**config.mk**
```make
export PLATFORM = sky130hd
export DESIGN_NAME = rom_ctrl_hash_feeder
export DESIGN_NICKNAME = d
export VERILOG_FILES = /design/src/rtl/rom_ctrl_pkg.sv /design/src/rtl/rom_ctrl_hash_feeder_oreg.sv /design/src/rtl/rom_ctrl_hash_feeder.sv
export SDC_FILE = /design/constraint.sdc
export NUM_CORES = 1
export LEC_CHECK = 0
export ABC_CLOCK_PERIOD_IN_PS = 4059
export BUFFER_PORTS_ARGS = -buffer_cell sky130_fd_sc_hd__buf_4
export CORE_UTILIZATION = 50
export CTS_BUF_LIST = sky130_fd_sc_hd__clkbuf_8
export DETAILED_ROUTE_END_ITERATION = 16
export GPL_TIMING_DRIVEN = 0
export PLACE_DENSITY = 0.82
export SLEW_MARGIN = 20
export SYNTH_ARGS = -nofsm -noshare
export SYNTH_HDL_FRONTEND = slang
export SYNTH_SLANG_ARGS = --single-unit
```
**constraint.sdc**
```tcl
create_clock -name clk_i -period 4.06 [get_ports clk_i]
set_input_delay 0.406 -clock clk_i [delete_from_list [all_inputs] [get_ports clk_i]]
set_output_delay 0.406 -clock clk_i [all_outputs]
set_load 0.01 [all_outputs]
```
**src/rtl/rom_ctrl_pkg.sv**
```systemverilog
// Shared types for the ROM-checker hash feeder: FSM state encoding and the
// KMAC application request bundle.
package rom_ctrl_pkg;

  typedef enum logic [4:0] {
    StHash  = 5'b00001,
    StFlush = 5'b00010,
    StTop   = 5'b00100,
    StDone  = 5'b01000,
    StError = 5'b10000
  } state_e;

  typedef struct packed {
    logic        valid;
    logic [63:0] data;
    logic [7:0]  strb;
    logic        last;
  } kmac_req_t;

  // Byte strobe covering the low ceil(dw/8) bytes of a message word.
  function automatic logic [7:0] strb_mask(input int unsigned dw);
    logic [7:0] m;
    for (int unsigned i = 0; i < 8; i++) begin
      m[i] = (i < (dw + 7) / 8);
    end
    return m;
  endfunction

endpackage

```
**src/rtl/rom_ctrl_hash_feeder_oreg.sv**
```systemverilog
// Single-entry KMAC output register: holds its word until the KMAC handshake,
// can be reloaded in the handshake cycle, and can be flushed (dropping the word).
module rom_ctrl_hash_feeder_oreg
  import rom_ctrl_pkg::*;
(
  input  logic        clk_i,
  input  logic        rst_i,
  input  logic        i_load,
  input  logic        i_flush,
  input  logic [63:0] i_data,
  input  logic [7:0]  i_strb,
  input  logic        i_last,
  input  logic        i_ready,
  output kmac_req_t   o_req,
  output logic        o_can_load
);

  kmac_req_t r_req;

  assign o_req      = r_req;
  assign o_can_load = !r_req.valid || i_ready;

  always_ff @(posedge clk_i or posedge rst_i) begin
    if (rst_i) begin
      r_req <= '0;
    end else if (i_flush) begin
      r_req.valid <= 1'b0;
    end else if (i_load) begin
      r_req.valid <= 1'b1;
      r_req.data  <= i_data;
      r_req.strb  <= i_strb;
      r_req.last  <= i_last;
    end else if (r_req.valid && i_ready) begin
      r_req.valid <= 1'b0;
    end
  end

  // A pending word may only disappear through a handshake or a flush.
  assert property (@(posedge clk_i) disable iff (rst_i)
    (r_req.valid && !i_ready && !i_flush) |=> r_req.valid);

endmodule

```
**src/rtl/rom_ctrl_hash_feeder.sv**
```systemverilog
// Consumer of the ROM-checker read stream: forwards non-top words to KMAC,
// captures the top words as the expected digest and flags out-of-order input.
module rom_ctrl_hash_feeder
  import rom_ctrl_pkg::*;
#(
  parameter  int RomDepth    = 16,
  parameter  int RomTopCount = 2,
  parameter  int DataWidth   = 40,
  localparam int AW          = (RomDepth > 1) ? $clog2(RomDepth) : 1
) (
  input  logic                     clk_i,
  input  logic                     rst_i,
  input  logic [DataWidth-1:0]     rom_data_i,
  input  logic [AW-1:0]            data_addr_i,
  input  logic                     data_vld_i,
  input  logic                     data_last_nontop_i,
  output logic                     data_rdy_o,
  output logic                     kmac_valid_o,
  output logic [63:0]              kmac_data_o,
  output logic [7:0]               kmac_strb_o,
  output logic                     kmac_last_o,
  input  logic                     kmac_ready_i,
  output logic [32*RomTopCount-1:0] exp_digest_o,
  output logic                     exp_digest_vld_o,
  output logic                     done_o,
  output logic                     err_o
);

  localparam int         NonTop  = RomDepth - RomTopCount;
  localparam logic [7:0] StrbVal = strb_mask(DataWidth);

  state_e                   r_state, w_state_nxt;
  logic [AW-1:0]            r_exp_addr;
  logic [32*RomTopCount-1:0] r_digest;
  logic                     w_rdy, w_bad, w_load, w_flush, w_inc, w_store;
  logic                     w_oreg_free;
  kmac_req_t                w_req;

  assign w_bad = (data_addr_i != r_exp_addr) ||
                 (data_last_nontop_i != (data_addr_i == AW'(NonTop - 1)));

  // The accept condition is formed per state from data_vld_i and the local
  // ready term so that data_rdy_o never feeds back into this block.
  always_comb begin
    w_state_nxt = r_state;
    w_rdy       = 1'b0;
    w_load      = 1'b0;
    w_flush     = 1'b0;
    w_inc       = 1'b0;
    w_store     = 1'b0;
    case (r_state)
      StHash: begin
        w_rdy = w_oreg_free;
        if (data_vld_i && w_oreg_free) begin
          if (w_bad) begin
            w_state_nxt = StError;
            w_flush     = 1'b1;
          end else begin
            w_load = 1'b1;
            w_inc  = 1'b1;
            if (data_last_nontop_i) w_state_nxt = StFlush;
          end
        end
      end
      StFlush: begin
        if (w_req.valid && kmac_ready_i && w_req.last) w_state_nxt = StTop;
      end
      StTop: begin
        w_rdy = 1'b1;
        if (data_vld_i) begin
          if (w_bad) begin
            w_state_nxt = StError;
          end else begin
            w_store = 1'b1;
            if (data_addr_i == AW'(RomDepth - 1)) w_state_nxt = StDone;
            else                                  w_inc       = 1'b1;
          end
        end
      end
      StDone, StError: begin
      end
      default: begin
        w_state_nxt = StError;
        w_flush     = 1'b1;
      end
    endcase
  end

  always_ff @(posedge clk_i or posedge rst_i) begin
    if (rst_i) begin
      r_state    <= StHash;
      r_exp_addr <= '0;
      r_digest   <= '0;
    end else begin
      r_state <= w_state_nxt;
      if (w_inc) r_exp_addr <= r_exp_addr + AW'(1);
      for (int unsigned i = 0; i < RomTopCount; i++) begin
        if (w_store && (data_addr_i == AW'(NonTop + i))) begin
          r_digest[32*i +: 32] <= rom_data_i[31:0];
        end
      end
    end
  end

  rom_ctrl_hash_feeder_oreg u_oreg (
    .clk_i      (clk_i),
    .rst_i      (rst_i),
    .i_load     (w_load),
    .i_flush    (w_flush),
    .i_data     (64'(rom_data_i)),
    .i_strb     (StrbVal),
    .i_last     (data_last_nontop_i),
    .i_ready    (kmac_ready_i),
    .o_req      (w_req),
    .o_can_load (w_oreg_free)
  );

  assign data_rdy_o       = w_rdy && !rst_i;
  assign kmac_valid_o     = w_req.valid;
  assign kmac_data_o      = w_req.data;
  assign kmac_strb_o      = w_req.strb;
  assign kmac_last_o      = w_req.last;
  assign exp_digest_o     = r_digest;
  assign done_o           = (r_state == StDone);
  assign exp_digest_vld_o = (r_state == StDone);
  assign err_o            = (r_state == StError);

endmodule
```
==> results.rst <==
.. list-table::
   :header-rows: 1

   * - Metric
     - Value
   * - Post-layout total power
     - 2.27 mW
   * - Die span in x
     - 101 um
   * - Minimum period implied by the final worst setup slack
     - 2.29 ns
   * - Critical path class
     - reg2reg
   * - Part of the total power dissipated in the clock network
     - 44.1%
   * - Vias
     - 3326
   * - Detailed placer's ending HPWL
     - 7810 um
   * - Portion of total power attributed to sequential cells
     - 50.9%
   * - CTS tree
     - yes
   * - Area of the mapped netlist
     - 0.00489 mm^2
   * - Worst Path Required
     - 4.34 ns
   * - Final routed wirelength across all metal layers
     - 10700 um
   * - Post-Synthesis Mean Instance Area
     - 14.7 um^2
   * - Post-synthesis instance total
     - 333
   * - Antenna cell count
     - 0
   * - Gate power share
     - 5.0%
   * - Max-capacitance violation count
     - 0
   * - Clock-pin slew reported for the worst setup and hold paths after clock tree synthesis
     - 0.07 ns
   * - Part of the Yosys area used for sequential elements
     - 59.4%
   * - Worst-Skew Late Latency
     - 0.40 ns
   * - Root buf cell
     - sky130_fd_sc_hd__clkbuf_8
   * - Number of buffers inserted during clock tree synthesis
     - 17
   * - Non-filler cells, final
     - 682
   * - Vias per cell
     - 4.88
   * - GP Congestion
     - 0.874
   * - Number of DRC markers in iteration 0
     - 73
   * - Final number of hold-violating endpoints
     - 0
   * - Clock tree sinks
     - 116
   * - Post-synthesis sequential element count
     - 116
   * - Fraction of final layout cells with drive strength greater than 1
     - 62.9%
   * - Number of enable flip-flop cells after synthesis
     - 0
   * - Worst-margin pin slew
     - 0.702 ns
   * - Metal2 WL
     - 5420 um
   * - Final antenna-violating net count
     - 0
   * - Final Cycle Share
     - 56.5%
   * - Highest-count cells in the layout ignoring fill and taps
     - sky130_fd_sc_hd__buf_4 (202), sky130_fd_sc_hd__dfrtp_1 (115), sky130_fd_sc_hd__mux2_2 (102), sky130_fd_sc_hd__conb_1 (27), sky130_fd_sc_hd__clkbuf_8 (17)
   * - Setup repair after global routing missed its margin
     - no
   * - First-pass detailed-route iteration total
     - 4
   * - CORE AREA
     - 0.00937 mm^2
   * - Instance count after placement with tap cells included
     - 652
   * - Most instantiated flip-flop cell in the synthesis netlist
     - sky130_fd_sc_hd__dfrtp_1
   * - Layout overhead on the synthesized area
     - 38.6%
   * - Warnings, synthesis
     - 0
   * - Die height
     - 101 um
   * - Number of fill cells in the layout
     - 688
   * - Initial antenna violation count
     - 0
   * - Die ar.
     - 0.0102 mm^2
   * - Global-route usage over all layers
     - 22.6%
   * - Hold-fix buffers, CTS
     - 0
   * - Headroom to the max-slew limit
     - 52.9%
   * - Crit path launch type
     - flop
   * - Final global-route overflow total
     - 0
   * - Port Buffers
     - 163
   * - Data arrival, critical path
     - 2.57 ns
   * - Max H-tree Level
     - 4
   * - Power per cell area
     - 335 mW/mm^2
   * - Synth unique cells
     - 38
   * - Resized Gates After CTS
     - 0
   * - Clock buffer depth
     - 2
   * - Ys async rst share
     - 100%
   * - Peak supply drop
     - 0.000272 V
   * - Final routed DRC violation total
     - 0
   * - Post-detailed-route wirelength per cell
     - 15.7 um
   * - Global-route wire length before repair
     - 17400 um
   * - Maximum net fanout on the critical path
     - 10
   * - Switching power of the nets
     - 522 uW
   * - Wire length on met1
     - 4320 um
   * - FP Rows
     - 35
   * - Outcome
     - completed
   * - Static leakage
     - 3.74 nW
   * - I/O pins
     - 191
   * - Switch share
     - 23.0%
   * - Max-slew violation count
     - 0
   * - Final layout net count
     - 592
   * - Initial standard-cell utilization of the core
     - 52.2%
   * - Class of the tightest hold or removal check
     - in2async
   * - Setup skew after layout
     - 0.0106 ns
   * - Most frequent standard cell in the layout excluding fill and tap cells
     - sky130_fd_sc_hd__buf_4
   * - Post-CTS setup buffer count
     - 0
   * - Final-report setup violation count
     - 0
   * - Via count of the first global-routing pass
     - 3496
   * - Met3 routed wirelength
     - 907 um
   * - Path depth of the worst reg2reg path
     - 5
   * - Fmax
     - 436 MHz
   * - Critical path endpoint category
     - flop
   * - Highest routing layer actually used
     - met4
   * - Internal power component
     - 1.75 mW
   * - Pin count of the biggest net entering global routing
     - 68
synthesized netlist by cell type (all sizes together), types with 2 or more instances:
master   count  area [um^2]
nor4         3         33.8
buf         42          327
and3         2         12.5
nand4b       2         17.5
nand3        3         15.0
nor3         3         20.0
or2          2         12.5
inv          3         11.3
o21ai        4         20.0
clkbuf       2         10.0
xnor2        9         86.3
o21bai       2         15.0
and2         2         12.5
nand2        6         22.5
nor2         7         26.3
dfrtp      115         2880
o2111ai      2         17.5
a21oi        2         10.0
mux2       106         1190
nor2b        3         18.8
metrics by stage:
step | worst slack, ns | util, % | hold WS [ns] | instance area, um^2 | TNS (ns)
2_1_floorplan | 0.583 | - | 0.467 | 4990 | 0
6_report | 1.77 | 72.3 | 0.0948 | 6780 | 0
5_1_grt | 1.60 | 72.3 | 0.127 | 6780 | 0
3_5_place_dp | 1.59 | 68.3 | 0.477 | 6400 | 0
4_1_cts | 1.75 | 72.3 | 0.108 | 6780 | 0
3_3_place_gp | -0.548 | 68.0 | 0.470 | 6370 | -62.24
worst max-delay path, stage by stage (launching register included):
cell	delay [ns]
sky130_fd_sc_hd__dfrtp_1	0.42
sky130_fd_sc_hd__xnor2_1	0.20
sky130_fd_sc_hd__nand3_1	0.19
sky130_fd_sc_hd__nor4_4	0.68
sky130_fd_sc_hd__buf_4	0.33
sky130_fd_sc_hd__mux2_2	0.35
metal layers:
| metal | global-route usage (%) | up-vias |
|---|---|---|
| met2 | 38.2 | 137 |
| li1 | - | 1526 |
| met4 | 6.58 | 0 |
| met5 | 0 | - |
| met1 | 27.0 | 1654 |
| met3 | 8.32 | 9 |
power by group through the flow:
stage	clock network [mW]	logic, mW	registers [mW]
finish	1.00	0.113	1.16
CTS	1.02	0.113	1.16
global route	1.08	0.126	1.15
detailed placement	0	0.112	1.18
global placement	0	0.104	1.18
floorplan	0	0.0551	1.18
flip-flops by register name, summed over array words and instances (netlist names):
register	cells
exp_digest_o	64
r_state	5
u_oreg.o_req	43
r_exp_addr	4
logic make-up (layout without fill, tap and decap cells):
logic type               count (synthesis)  count (layout)  share of synthesized area, %
multiplexers                           107             107                          24.6
adder cells (fa/ha/maj)                  1               1                         0.256
flip-flops                             116             116                          59.4
AND/OR/NAND/NOR                         39              39                          4.94
XOR/XNOR                                 9               9                          1.77
buffers and inverters                   47             241                          7.12
AO/OA/AOI/OAI                           13              13                          1.82
other                                    1              27                        0.0767
worst paths after layout:
kind / startpoint / end / slack, ns
max: r_exp_addr[1] / u_oreg.o_req[20] / 1.77
min: rst_i / u_oreg.o_req[0] / 0.09
max reg2reg: r_exp_addr[1] / u_oreg.o_req[20] / 1.77
min reg2reg: exp_digest_o[57] / exp_digest_o[57] / 0.49
max in group asynchronous: rst_i / exp_digest_o[17] / 3.32
min in group clk_i: rom_data_i[35] / u_oreg.o_req[44] / 0.22
final cells by class:
| cell class | count | area (um^2) | area share (%) |
|---|---|---|---|
| flip-flops and latches | 116 | 2900 | 42.9 |
| multi-input cells | 196 | 1730 | 25.6 |
| repair buffers | 164 | 1250 | 18.5 |
| plain buffers | 44 | 337 | 4.97 |
| clock buffers | 17 | 234 | 3.45 |
| well taps | 129 | 161 | 2.38 |
| clock inverters | 13 | 138 | 2.03 |
| inverters | 3 | 16.3 | 0.240 |
No activity file was read; power rests on OpenSTA's default activity.
